## src/rtl/rvm_lsu_ctrl.sv

```systemverilog
// rvm_lsu_ctrl: load/store sequencer between the control FSM and data memory.
// Ports: lsu_* command/response to control FSM, mem_* data memory port, clk/resetn.
module rvm_lsu_ctrl #(
    parameter int XLEN    = 32,
    parameter int TIMEOUT = 16,
    localparam int STRB_W = XLEN / 8
) (
    input  logic              clk,
    input  logic              resetn,
    input  logic              lsu_req,
    input  logic              lsu_we,
    input  logic [1:0]        lsu_size,
    input  logic              lsu_signed,
    input  logic [XLEN-1:0]   lsu_addr,
    input  logic [XLEN-1:0]   lsu_wdata,
    output logic              lsu_busy,
    output logic              lsu_done,
    output logic [XLEN-1:0]   lsu_rdata,
    output logic              lsu_err,
    output logic [1:0]        lsu_err_cause,
    output logic              mem_req,
    output logic              mem_we,
    output logic [XLEN-1:0]   mem_addr,
    output logic [XLEN-1:0]   mem_wdata,
    output logic [STRB_W-1:0] mem_strb,
    input  logic              mem_ack,
    input  logic [XLEN-1:0]   mem_rdata,
    input  logic              mem_err
);

    localparam int OFFW = $clog2(STRB_W);
    localparam int CW   = $clog2(TIMEOUT + 2);

    typedef enum logic [1:0] {IDLE, REQ, DONE, ERR} state_t;

    state_t          state;
    logic [CW-1:0]   cnt;
    logic            we_q;
    logic [1:0]      size_q;
    logic            sgn_q;
    logic [OFFW-1:0] off_q;

    logic [OFFW-1:0] off_in;
    logic            misal;
    logic            tmo;

    function automatic logic [STRB_W-1:0] size_mask(input logic [1:0] sz);
        logic [STRB_W-1:0] m;
        m = '0;
        for (int i = 0; i < STRB_W; i++)
            m[i] = (i < (1 << sz));
        return m;
    endfunction

    // Shift the addressed lanes down, then push the access to the top
    // of the word and back so the shift-in fills the upper bits.
    function automatic logic [XLEN-1:0] load_ext(
        input logic [XLEN-1:0] rd,
        input logic [OFFW-1:0] off,
        input logic [1:0]      sz,
        input logic            sg
    );
        logic [XLEN-1:0] s;
        logic [XLEN-1:0] l;
        logic [6:0]      sh;
        s = rd >> {off, 3'b000};
        unique case (sz)
            2'b00:   sh = 7'(XLEN - 8);
            2'b01:   sh = 7'(XLEN - 16);
            2'b10:   sh = 7'(XLEN - 32);
            default: sh = 7'd0;
        endcase
        l = s << sh;
        if (sg)
            return $signed(l) >>> sh;
        return l >> sh;
    endfunction

    assign off_in = lsu_addr[OFFW-1:0];

    // Dword is only legal on a 64-bit datapath.
    assign misal = (lsu_size == 2'b01 && lsu_addr[0])
                 | (lsu_size == 2'b10 && |lsu_addr[1:0])
                 | (lsu_size == 2'b11 && (XLEN == 32 || |lsu_addr[2:0]));

    assign tmo = (TIMEOUT > 0) && (cnt == CW'(TIMEOUT - 1));

    assign lsu_busy = (state != IDLE);

    always_ff @(posedge clk or negedge resetn) begin
        if (!resetn) begin
            state         <= IDLE;
            cnt           <= '0;
            we_q          <= 1'b0;
            size_q        <= 2'b00;
            sgn_q         <= 1'b0;
            off_q         <= '0;
            lsu_done      <= 1'b0;
            lsu_rdata     <= '0;
            lsu_err       <= 1'b0;
            lsu_err_cause <= 2'b00;
            mem_req       <= 1'b0;
            mem_we        <= 1'b0;
            mem_addr      <= '0;
            mem_wdata     <= '0;
            mem_strb      <= '0;
        end else begin
            unique case (state)
                IDLE: begin
                    if (lsu_req) begin
                        we_q   <= lsu_we;
                        size_q <= lsu_size;
                        sgn_q  <= lsu_signed;
                        off_q  <= off_in;
                        if (misal) begin
                            state         <= ERR;
                            lsu_done      <= 1'b1;
                            lsu_err       <= 1'b1;
                            lsu_err_cause <= 2'b01;
                        end else begin
                            state     <= REQ;
                            cnt       <= '0;
                            mem_req   <= 1'b1;
                            mem_we    <= lsu_we;
                            mem_addr  <= {lsu_addr[XLEN-1:OFFW], OFFW'(0)};
                            mem_wdata <= lsu_wdata << {off_in, 3'b000};
                            mem_strb  <= lsu_we ? size_mask(lsu_size) << off_in
                                                : '0;
                        end
                    end
                end
                REQ: begin
                    // Ack is checked first so it wins over timeout expiry.
                    if (mem_ack) begin
                        mem_req  <= 1'b0;
                        mem_we   <= 1'b0;
                        mem_strb <= '0;
                        lsu_done <= 1'b1;
                        if (mem_err) begin
                            state         <= ERR;
                            lsu_err       <= 1'b1;
                            lsu_err_cause <= 2'b10;
                        end else begin
                            state     <= DONE;
                            lsu_rdata <= we_q ? '0
                                       : load_ext(mem_rdata, off_q, size_q, sgn_q);
                        end
                    end else if (tmo) begin
                        state         <= ERR;
                        mem_req       <= 1'b0;
                        mem_we        <= 1'b0;
                        mem_strb      <= '0;
                        lsu_done      <= 1'b1;
                        lsu_err       <= 1'b1;
                        lsu_err_cause <= 2'b11;
                    end else begin
                        cnt <= cnt + 1'b1;
                    end
                end
                DONE, ERR: begin
                    state         <= IDLE;
                    lsu_done      <= 1'b0;
                    lsu_err       <= 1'b0;
                    lsu_err_cause <= 2'b00;
                    lsu_rdata     <= '0;
                end
                default: state <= IDLE;
            endcase
        end
    end

endmodule

```

## config.mk

```make
export PLATFORM = sky130hd
export DESIGN_NAME = rvm_lsu_ctrl
export DESIGN_NICKNAME = d
export VERILOG_FILES = /design/src/rtl/rvm_lsu_ctrl.sv
export SDC_FILE = /design/constraint.sdc
export NUM_CORES = 1
export LEC_CHECK = 0
export BUFFER_PORTS_ARGS = -buffer_cell sky130_fd_sc_hd__clkbuf_2
export CORE_MARGIN = 3
export CORE_UTILIZATION = 42
export CTS_BUF_LIST = sky130_fd_sc_hd__clkbuf_2
export CTS_CLUSTER_SIZE = 24
export DETAILED_ROUTE_END_ITERATION = 6
export PLACE_DENSITY = 0.83
export SLEW_MARGIN = 20
export SYNTH_ARGS = -nofsm -noshare
export SYNTH_HDL_FRONTEND = slang
export SYNTH_SLANG_ARGS = --single-unit
```

## constraint.sdc

```tcl
create_clock -name clk -period 1.9 [get_ports clk]
set_clock_uncertainty 0.05 [all_clocks]
set_input_delay 0.38 -clock clk [delete_from_list [all_inputs] [get_ports clk]]
set_output_delay 0.38 -clock clk [all_outputs]
set_load 0.02 [all_outputs]
```

==> flow_summary.json, run 1 <==
{
  "setup_viol": 1,
  "grt_overflow": 0,
  "grt_util_all_layers_pct": 23.5,
  "clkTransAtPathRegs_ns": 0.16,
  "crit_family": "flip-flops",
  "slew_headroom_pct": 53.8,
  "cellPowerDensity_nw_per_um2": 1390,
  "grt_max_degree": 61,
  "setup_slack_ns": -0.00111,
  "status": "complete, but fails checks",
  "ant_nets": 0,
  "port_buffers": 209,
  "via_per_inst": 5.22,
  "worst_hold_path.num_cells": 3,
  "worst_pin_slew_ns": 0.689,
  "ys_seq_area_share_pct": 52.2,
  "final_core_util_pct": 62.8,
  "reg2reg_setup_slack_ns": -0.001,
  "final_hold_viol_count": 0,
  "crit_type": "flop to primary output",
  "area_delta_synth_final_pct": 43.6,
  "clk_latency_ns": 0.69,
  "rr_endpoint": "lsu_err_cause[0]",
  "h-tree-depth": 4,
  "post_drt_wl_per_cell_um": 16.8,
  "routed_wl_um": 17500,
  "gp_congestion": 0.860,
  "ir_worst_vdd_uv": 755,
  "clock_sinks": 117,
  "syn_area_um2": 5600,
  "postSynthCellCount": 569,
  "slew_viol_final": 0,
  "synth_edf_count": 0,
  "hp-class": "input port to flop",
  "core_um2": 12800,
  "ios": 212,
  "synth_ff_type": "dfrtp_1",
  "avgSynthCellArea_um2": 9.85,
  "clk_path_buf_depth": 2,
  "post-route-min-period_ns": 1.90,
  "die_x_um": 122,
  "path_buf_inv": 1,
  "worstHoldEndpoint": "mem_wdata[12]",
  "drtIter0Drc": 440,
  "path_max_fanout": 2,
  "rsz0062_at_grt": "true",
  "yosysUniqueCellTypes": 51,
  "cpPeakStageDelay_ns": 0.43,
  "grt_pass1_wl_um": 27200,
  "fin_crit_sh_pct": 100,
  "antennaDiodeCount": 0,
  "rows": 41,
  "cp_data_arrival_time_ns": 1.47,
  "cap_violations": 0,
  "yosysWarnings": 0,
  "worst_path_max_delay_cell": "dfrtp_2",
  "final_nets": 966,
  "dpl_cell_area_um2": 7020,
  "cp-startpoint": "state[1]",
  "initial_core_util_pct": 43.7,
  "synthArstFlopShare_pct": 100,
  "worst_setup_path_end_kind": "primary output",
  "vias": 5444,
  "drc_errors": 0,
  "grt_pass1_vias": 5410,
  "yosys.area.top_type": "dfrtp_1",
  "crit_chain": "or2_4, buf_8",
  "drtPass1Iterations": 5,
  "cts_root_buffer": "clkbuf_2",
  "ys_seq_elements": 117,
  "drive_gt1_share_pct": 38.2,
  "violations": "setup timing",
  "die_h_um": 122,
  "antenna_found_initial": 0,
  "final_area_um2": 8050,
  "crit_required_ns": 1.47,
  "cp-start-kind": "flop",
  "hpwl_um": 11800,
  "yosysTopAreaCellShare_pct": 52.2,
  "min-delay-start": "lsu_wdata[12]",
  "cts_buffers": 17,
  "leakagePower_nw": 4.23,
  "synthTopCellsByArea": "dfrtp_1 52%, nand2_1 10%, mux2_2 5.8%",
  "timing.rr.start": "cnt[0]",
  "max_freq_ghz": 0.526,
  "tritoncts": "yes",
  "reg2regPathDepth": 7,
  "dieArea_um2": 14800
}
==> stage by stage <==
stage | total power [mW] | setup TNS [ns] | setup slack, ns | cells | hold WS (ns)
final | 11.2 | -0.00111 | -0.00111 | 1043 | 0.0692
after global routing | 11.8 | -0.377 | -0.121 | 1043 | 0.00562
after CTS | 11.0 | -0.0886 | -0.0886 | 1040 | 0.000901
after detailed placement | 9.16 | -0.177 | -0.0605 | 942 | 0.368
after global placement | 9.00 | 0 | 0.0161 | 942 | 0.366
after floorplan | 7.25 | 0 | 0.00409 | 570 | 0.0344
==> layer usage <==
layer / global-route usage, % / routed length (um) / vias to the layer above
li1: - / - / 2561
met1: 27.7 / 6760 / 2567
met2: 40.0 / 8850 / 269
met3: 7.46 / 1350 / 47
met4: 9.45 / 586 / 0
met5: 0 / 0 / -
==> layout make-up <==
| cell class | count | area, um2 |
|---|---|---|
| Clock buffer | 19 | 95.1 |
| Clock inverter | 12 | 138 |
| Fill cell | 1023 | 4780 |
| Inverter | 11 | 41.3 |
| Multi-Input combinational cell | 402 | 2540 |
| Sequential cell | 117 | 2930 |
| Tap cell | 172 | 215 |
| Timing Repair Buffer | 310 | 2090 |
==> state kept, by name (all words and copies together), names as in the netlist <==
register	count
lsu_err_cause	2
off_q	2
mem_strb	4
mem_addr	30
state	2
we_q	1
size_q	2
mem_req	1
sgn_q	1
lsu_rdata	32
mem_wdata	32
lsu_done	1
lsu_err	1
mem_we	1
cnt	5
==> kinds of logic after synthesis <==
kind of cell               count (synthesis)  synth area share (%)
AOI/OAI and AO/OA                        121                  15.1
adders and majority gates                  2                 0.446
buffers and inverters                     51                  4.42
DFF                                      117                  52.2
muxes                                     56                  10.8
other                                      1                0.0669
and+or+nand+nor                          221                  16.9
==> synthesized netlist by cell type (2+ instances only) <==
cell and number:
o21a_1 3, a221o_1 16, nand2b_1 5, o21ba_2 2, a211o_1 8, buf_6 2, mux2_2 29, a21o_1 2
inv_1 10, o31ai_1 9, buf_1 4, a211oi_1 8, nand2_1 153, and3_1 2, nor2_1 22, nor3_1 2
nand3_1 13, ha_1 2, a21oi_1 31, or3_1 2, buf_4 7, o21ai_0 29, clkbuf_1 15, dfrtp_1 117
mux2i_1 24, or2_2 4, buf_2 12, nor2b_1 11, o32ai_1 3
==> power breakdown <==
group / switching, mW / internal (mW) / total [mW]
logic: 3.23 / 2.15 / 5.39
clock network: 0.947 / 0.718 / 1.67
registers: 0.641 / 3.48 / 4.13
==> worst register-to-register path: cells and delay by family (launching register included) <==
family	cells	cell delay (ns)
AND/OR/NAND/NOR	1	0.19
AO/OA/AOI/OAI	2	0.41
buffers and inverters	1	0.13
flip-flops	1	0.42
adder cells (fa/ha/maj)	2	0.34
multiplexers	1	0.26
==> cells in the final DEF (no fill, tap or decap), types with 3 or more instances in the layout <==
| master | synthesis | final |
|---|---|---|
| mux2i_1 | 24 | 24 |
| nor2b_1 | 11 | 11 |
| inv_1 | 10 | 10 |
| bufinv_16 | 0 | 3 |
| o21ai_0 | 29 | 29 |
| nand3_1 | 13 | 12 |
| nand2_1 | 153 | 152 |
| o31ai_1 | 9 | 9 |
| a211o_1 | 8 | 8 |
| dlygate4sd3_1 | 0 | 66 |
| a21oi_1 | 31 | 31 |
| dfrtp_1 | 117 | 115 |
| clkbuf_2 | 0 | 226 |
| nor2_1 | 22 | 21 |
| mux2_2 | 29 | 29 |
| o32ai_2 | 0 | 3 |
| buf_12 | 0 | 8 |
| a211oi_1 | 8 | 8 |
| a221o_1 | 16 | 16 |
| nand2b_1 | 5 | 4 |
| or2_2 | 4 | 3 |
| clkinv_2 | 0 | 8 |
| buf_4 | 7 | 27 |
==> worst max-delay path by stage <==
stage,endpoint,slack (ns),cells after the start
floorplan,cnt[2],0.004,7
global placement,cnt[2],0.02,7
detailed placement,cnt[3],-0.06,7
CTS,lsu_busy,-0.09,2
global route,lsu_busy,-0.12,2
finish,lsu_busy,-0.001,2
==> timing repair <==
action | CTS | global route
setup endpoints to repair | 7 | 54
resized for setup | 10 | 11
cloned | 0 | 0
buffers inserted | 3 | 1
pin swaps | 7 | 5
hold endpoints to repair | 192 | 2
hold buffers | 64 | 2
(Power assumes the default switching activity.)
==> run 2, diff against run 1 <==
- BUFFER_PORTS_ARGS: -buffer_cell sky130_fd_sc_hd__clkbuf_2 -> unset
- DONT_BUFFER_PORTS: unset -> 1
- PLACE_DENSITY: 0.83 -> 0.69
- RECOVER_POWER: unset -> 50
==> flow_summary.json, run 2 (synthesis results as in run 1) <==
{
  "leakagePower_nw": 3.47,
  "crit_required_ns": 1.47,
  "via_per_inst": 5.73,
  "clock_sinks": 117,
  "clkTransAtPathRegs_ns": 0.24,
  "dieArea_um2": 14800,
  "gp_congestion": 0.844,
  "routed_wl_um": 18000,
  "grt_pass1_wl_um": 27100,
  "ant_nets": 0,
  "grt_pass1_vias": 5099,
  "cts_root_buffer": "clkbuf_2",
  "final_core_util_pct": 57.6,
  "path_max_fanout": 2,
  "final_cells": 873,
  "final_area_um2": 7390,
  "setup_slack_ns": -0.0538,
  "final_common_cell": "nand2_1",
  "p_total_mw": 10.3,
  "tritoncts": "yes",
  "vias": 4999,
  "cp_data_arrival_time_ns": 1.52,
  "crit_family": "flip-flops",
  "final_hold_viol_count": 117,
  "fin_crit_sh_pct": 103,
  "drtPass1Iterations": 5,
  "clk_latency_ns": 0.69,
  "drive_gt1_share_pct": 16.9,
  "worst_path_max_delay_cell": "dfrtp_1",
  "path_buf_inv": 1,
  "violations": "hold timing, setup timing",
  "clk_path_buf_depth": 2,
  "cp-start-kind": "flop",
  "final_cell_mix": "153 x nand2_1, 117 x dfrtp_1, 106 x dlygate4sd3_1, 30 x a21oi_1, 29 x o21ai_0",
  "cts_buffers": 17,
  "slew_headroom_pct": 49.8,
  "core_um2": 12800,
  "setup_viol": 4,
  "antenna_found_initial": 1,
  "slew_viol_final": 0,
  "post-route-min-period_ns": 1.95,
  "cap_violations": 0,
  "grt_overflow": 0,
  "drtIter0Drc": 451,
  "port_buffers": 0,
  "hp-class": "input port to asynchronous set/reset pin",
  "die_x_um": 122,
  "worst_pin_slew_ns": 0.754,
  "worst_setup_path_end_kind": "primary output",
  "drc_errors": 0,
  "status": "complete, but fails checks",
  "max_freq_ghz": 0.512,
  "post_drt_wl_per_cell_um": 20.7,
  "rows": 41,
  "ios": 212,
  "h-tree-depth": 4,
  "fin_hold_ws_ns": -0.764,
  "crit_type": "flop to primary output",
  "dp_cells": 724,
  "grt_util_all_layers_pct": 23.8,
  "reg_top3": "lsu_rdata x32, mem_wdata x32, mem_addr x30",
  "final_nets": 794,
  "grt_max_degree": 118,
  "hpwl_um": 10700,
  "cpPeakStageDelay_ns": 0.42,
  "cellPowerDensity_nw_per_um2": 1390,
  "crit_chain": "buf_6, or2_4",
  "ir_worst_vdd_uv": 788,
  "initial_core_util_pct": 43.7,
  "area_delta_synth_final_pct": 31.9,
  "die_h_um": 122,
  "dpl_cell_area_um2": 5820,
  "rsz0062_at_grt": "true"
}
==> run 2: layer usage <==
layer / routed length (um) / track usage, %
met1: 6800 / 27.0
met2: 8970 / 39.0
met3: 1480 / 9.00
met4: 773 / 12.7
met5: 0 / 0
==> run 2: worst reg2reg max path, stage by stage, from the launching register on <==
cell and delay [ns]:
dfrtp_1 0.42, buf_6 0.12, buf_4 0.17, nor3b_2 0.20, clkbuf_1 0.26, nand3_4 0.17
buf_12 0.19, a32o_1 0.25
==> run 2: worst paths after layout <==
kind	end	cells past startpoint	slack [ns]	startpoint
min in group clk	lsu_rdata[5]	3	0.02	mem_rdata[5]
min reg2reg	cnt[4]	1	0.48	cnt[4]
max	lsu_busy	2	-0.05	state[0]
max reg2reg	mem_strb[0]	7	-0.01	state[1]
max in group asynchronous	lsu_rdata[7]	0	2.34	resetn
min	mem_wdata[22]	0	-0.76	resetn
==> run 2: cell type report <==
cell class	count	area, um2
diodes	1	2.50
clock buffers	17	85.1
clock inverters	15	158
fillers	1041	5430
inverters	11	41.3
multi-input cells	402	2570
flip-flops and latches	117	2930
well taps	172	215
repair buffers	138	1390
==> run 2: what timing repair did <==
action                                  in CTS  in global routing
hold buffers                               106                  2
pin swaps                                   11                  1
setup buffers                                4                  2
resized for setup                           14                 13
gates cloned                                 0                  2
endpoints found under the hold margin      230                118
endpoints found under the setup margin      23                 39
==> run 2: report_power, final <==
part,internal (mW),total [mW],switching [mW]
Sequential,3.47,5.41,1.94
Clock,0.610,1.65,1.04
Combinational,1.56,3.25,1.69
==> run 2: metrics by stage <==
step | setup TNS (ns) | setup slack (ns)
2_1_floorplan | 0 | 0.00409
3_3_place_gp | -0.331 | -0.0224
3_5_place_dp | -1.16 | -0.0820
4_1_cts | -0.121 | -0.119
5_1_grt | -2.12 | -0.148
6_report | -0.0694 | -0.0538
